File: src/rtl/vga_sync_gen.sv
// vga_sync_gen: VGA raster timing generator; every output is registered from the next
// counter position so pixel coordinates, syncs and strobes describe the same pixel.
module vga_sync_gen #(
  parameter int H_DISPLAY = 640,
  parameter int H_FRONT   = 16,
  parameter int H_SYNC    = 96,
  parameter int H_BACK    = 48,
  parameter int V_DISPLAY = 480,
  parameter int V_FRONT   = 10,
  parameter int V_SYNC    = 2,
  parameter int V_BACK    = 33,
  parameter bit SYNC_POL  = 1'b0
) (
  input  logic        clk_div,
  input  logic        rst_n,
  input  logic        en,
  output logic [9:0]  pixel_x,
  output logic [9:0]  pixel_y,
  output logic        video_on,
  output logic        hsync,
  output logic        vsync,
  output logic        line_tick,
  output logic        frame_tick,
  output logic [15:0] frame_count
);
  localparam int H_TOTAL = H_DISPLAY + H_FRONT + H_SYNC + H_BACK;
  localparam int V_TOTAL = V_DISPLAY + V_FRONT + V_SYNC + V_BACK;
  localparam logic [9:0] H_LAST = 10'(H_TOTAL - 1);
  localparam logic [9:0] V_LAST = 10'(V_TOTAL - 1);
  localparam logic [9:0] H_DISP = 10'(H_DISPLAY);
  localparam logic [9:0] V_DISP = 10'(V_DISPLAY);
  localparam logic [9:0] HS_LO  = 10'(H_DISPLAY + H_FRONT);
  localparam logic [9:0] HS_HI  = 10'(H_DISPLAY + H_FRONT + H_SYNC - 1);
  localparam logic [9:0] VS_LO  = 10'(V_DISPLAY + V_FRONT);
  localparam logic [9:0] VS_HI  = 10'(V_DISPLAY + V_FRONT + V_SYNC - 1);
  logic [9:0] nx, ny;
  logic       h_wrap, frame_hit;
  always_comb begin
    h_wrap    = pixel_x == H_LAST;
    nx        = h_wrap ? '0 : pixel_x + 10'd1;
    ny        = h_wrap ? (pixel_y == V_LAST ? '0 : pixel_y + 10'd1) : pixel_y;
    frame_hit = nx == '0 && ny == V_DISP;
  end
  // Reset parks on the last blanking pixel so the first enabled edge lands on (0,0).
  always_ff @(posedge clk_div or negedge rst_n) begin
    if (!rst_n) begin
      pixel_x     <= H_LAST;
      pixel_y     <= V_LAST;
      video_on    <= 1'b0;
      hsync       <= ~SYNC_POL;
      vsync       <= ~SYNC_POL;
      line_tick   <= 1'b0;
      frame_tick  <= 1'b0;
      frame_count <= '0;
    end else if (en) begin
      pixel_x     <= nx;
      pixel_y     <= ny;
      video_on    <= nx < H_DISP && ny < V_DISP;
      hsync       <= (nx >= HS_LO && nx <= HS_HI) ? SYNC_POL : ~SYNC_POL;
      vsync       <= (ny >= VS_LO && ny <= VS_HI) ? SYNC_POL : ~SYNC_POL;
      line_tick   <= nx == '0;
      frame_tick  <= frame_hit;
      frame_count <= frame_count + 16'(frame_hit);
    end else begin
      line_tick   <= 1'b0;
      frame_tick  <= 1'b0;
    end
  end
endmodule

File: config.mk
export PLATFORM = sky130hd
export DESIGN_NAME = vga_sync_gen
export DESIGN_NICKNAME = d
export VERILOG_FILES = /design/src/rtl/vga_sync_gen.sv
export SDC_FILE = /design/constraint.sdc
export NUM_CORES = 1
export LEC_CHECK = 0
export ABC_CLOCK_PERIOD_IN_PS = 3680
export CAP_MARGIN = 0
export CORE_ASPECT_RATIO = 0.9
export CORE_MARGIN = 5
export CORE_UTILIZATION = 45
export CTS_BUF_LIST = sky130_fd_sc_hd__clkbuf_8
export DETAILED_ROUTE_END_ITERATION = 8
export GPL_ROUTABILITY_DRIVEN = 0
export PLACE_DENSITY = 0.73
export SETUP_SLACK_MARGIN = 0.3
export SYNTH_ARGS = -nofsm -noshare
export SYNTH_HDL_FRONTEND = slang
export SYNTH_SLANG_ARGS = --single-unit
File: constraint.sdc
create_clock -name clk_div -period 3.68 [get_ports clk_div]
set_clock_uncertainty 0.15 [all_clocks]
set_input_delay 0.368 -clock clk_div [delete_from_list [all_inputs] [get_ports clk_div]]
set_output_delay 0.368 -clock clk_div [all_outputs]
set_load 0.02 [all_outputs]
==> flow_summary.yaml <==
timing:
  slew_headroom: 0.401
  timing_max_transition_violations_final: 0
  tightest_slew_ps: 898
  fmax_mhz: 300
  period_share: 0.907
  rsz0062_at_grt: "yes"
  hold_violations: 0
  whs_ps: 46.6
  final-setup-viol-count: 0
  setup-tns-final_ps: 0
  finalCriticalPeriod_ps: 3340
yosys:
  syn_area_per_cell_um2: 9.35
  synthFlopType: "dfrtp_1"
  ys_ff_latch: 41
  ys_seq_area_frac: 0.438
  synth_fp_nets: 265
  synth-warning-count: 0
  synth_enable_flop_cells: 0
  syn-instance-count: 254
  synth_area_mm2: 0.00238
  async_flop_share: 1.00
  synth_cell_type_count: 45
setup_path:
  path_buf_inv: 0
  worstRegToRegCells: 13
  cp_max_fo: 7
  crit_chain: "or4b_4 > or3_4 > nor2_4 > o21ai_2 > nor4_4 > and4_4 > ha_4 > ha_4 > nand2_4 > nor2_4 > and3_4 > nand4_1 > xnor2_1"
  slowest_stage: "dfstp_2"
  criticalPathCategory: "flip-flop to flip-flop"
  cp.depth: 13
  end_kind: "flip-flop"
  worstPathArrival_ps: 3360
  critPathLaunchType: "flip-flop"
  critPathRequiredTime_ps: 3710
  cpPeakStageDelay_ps: 530
  r2r_slack_ps: 340
  crit_family: "simple AND/OR/NAND/NOR gates"
cts:
  cts_sinks: 41
  cts_tree: "yes"
  cts_buffers: 5
  htree_levels: 2
  max-clock-path-buffers: 2
  cts-root-buf: "clkbuf_8"
  clkSlewWorstSetupHoldPaths_ps: 80
  clkLatencyLatePin_ps: 290
  hold_buffers: 0
finish:
  drive_above_1_share: 0.226
  fillers: 463
  num_antenna_cells: 0
  layout_commonest_cell: "clkdlybuf4s50_1"
  final_cells: 381
  layout.nets: 324
  areaGrowthSynthToFinish_pct: 35.3
  layout_common_cells: "clkdlybuf4s50_1, nand2_1, dfrtp_1"
  finalInstanceArea_mm2: 0.00321
worst_hold_path:
  hp-class: "primary input to async pin"
power:
  p_leak_nw: 1.25
  worst_ir_drop_vdd_uv: 297
  p_per_area_mw_per_mm2: 387
detailed_routing:
  wl_per_cell_um: 14.6
  first_pass_iters: 4
  first_iter_violations: 119
  dr_total_vias: 2085
  drt-total-wl_um: 5580
  antenna_left: 0
  viasPerCell: 5.47
  drc_errors: 0
placement:
  place_area_mm2: 0.00297
  io_buffers: 43
  post-dp-hpwl_um: 4000
  placedCellCount: 364
floorplan:
  die_area_mm2: 0.00684
  core_mm2: 0.00519
  die_height_um: 78.9
  ios: 44
  rows: 25
  die-width_um: 86.6
  start_util: 0.458
grt:
  antenna_found_initial: 0
  grt_pass1_wl_um: 9520
  overflow: 0
  grt_start_max_net_pins: 42
  track_usage: 0.175
  grt_pass1_vias: 1957
job:
  drv_cap: 0
outcome:
  status: "finished, final reports clean"
## kinds of logic (layout without fill, tap and decap cells)
logic type | Yosys count | count (layout) | synth area share
AOI/OAI and AO/OA | 46 | 46 | 0.120
xor gates and xnor gates | 26 | 26 | 0.0958
adders and majority gates | 8 | 8 | 0.0421
buffers and inverters | 20 | 80 | 0.0384
DFF | 41 | 41 | 0.438
muxes | 5 | 5 | 0.0226
and+or+nand+nor | 108 | 108 | 0.243
## final timing paths
path	startpoint	endpoint
setup / recovery	pixel_x[8]$_DFFE_PN1P_	frame_count[14]$_DFFE_PN0P_
hold reg to reg	frame_count[15]$_DFFE_PN0P_	frame_count[15]$_DFFE_PN0P_
min in group clk_div	frame_count[15]$_DFFE_PN0P_	frame_count[15]$_DFFE_PN0P_
hold / removal	rst_n	frame_count[5]$_DFFE_PN0P_
max in group asynchronous	rst_n	pixel_y[0]$_DFFE_PN0P_
setup reg to reg	pixel_x[8]$_DFFE_PN1P_	frame_count[14]$_DFFE_PN0P_
## layer usage
layer / vias to the layer above / track usage / routed length [um]
met2: 59 / 0.283 / 2650
met3: 4 / 0.0488 / 341
met4: 0 / 0.0374 / 36
met1: 1007 / 0.234 / 2550
li1: 1015 / - / -
met5: - / 0 / 0
## flip-flops by register name, summed over array words and instances (netlist names)
name         cells
line_tick        1
frame_count     16
hsync            1
vsync            1
frame_tick       1
pixel_x         10
pixel_y         10
video_on         1
## layout make-up
| class | instances | area, um2 | share of cell area |
|---|---|---|---|
| Clock buffer | 6 | 82.6 | 0.0257 |
| Clock inverter | 2 | 37.5 | 0.0117 |
| Inverter | 8 | 30.0 | 0.00934 |
| Multi-Input combinational cell | 193 | 1350 | 0.420 |
| Sequential cell | 41 | 1050 | 0.325 |
| Tap cell | 67 | 83.8 | 0.0261 |
| Timing Repair Buffer | 64 | 583 | 0.181 |
## Yosys cell counts, types with 2 or more instances
| master | instances | share of area |
|---|---|---|
| xor2_1 | 9 | 0.033 |
| nand4_1 | 11 | 0.029 |
| buf_6 | 2 | 0.0095 |
| or3_1 | 4 | 0.011 |
| nand2b_1 | 3 | 0.0079 |
| inv_1 | 8 | 0.013 |
| nand2_1 | 31 | 0.049 |
| o31ai_1 | 5 | 0.016 |
| dfstp_2 | 12 | 0.13 |
| and3_1 | 4 | 0.011 |
| a31oi_1 | 4 | 0.011 |
| dfrtp_1 | 29 | 0.31 |
| clkbuf_1 | 8 | 0.013 |
| xnor2_1 | 17 | 0.063 |
| mux2_2 | 3 | 0.014 |
| and4_1 | 6 | 0.022 |
| o21ai_0 | 20 | 0.042 |
| ha_1 | 8 | 0.042 |
| mux2i_1 | 2 | 0.0084 |
| nand3_1 | 9 | 0.019 |
| a21oi_1 | 6 | 0.013 |
| nor3_1 | 4 | 0.0084 |
| nor2_1 | 26 | 0.041 |
| nor4b_2 | 2 | 0.013 |
## stage by stage
step                       util  power (mW)  setup slack [ps]
final                     0.619        1.25               343
after global routing      0.619        1.31               141
after CTS                 0.613        1.25               274
after detailed placement  0.572       0.870              55.5
after global placement    0.572       0.869               190
after floorplan               -       0.747               167
## where the power goes
group          internal (mW)  switching, mW
sequential             0.506         0.0504
combinational          0.144          0.169
clock                  0.221          0.156
## repair_timing
action | 4_1_cts | 5_1_grt
buffers inserted | 6 | 3
gates resized for setup | 10 | 5
pin swaps | 7 | 3
endpoints found under the setup margin | 7 | 11
Note: power is estimated with default switching activity, not from simulation.
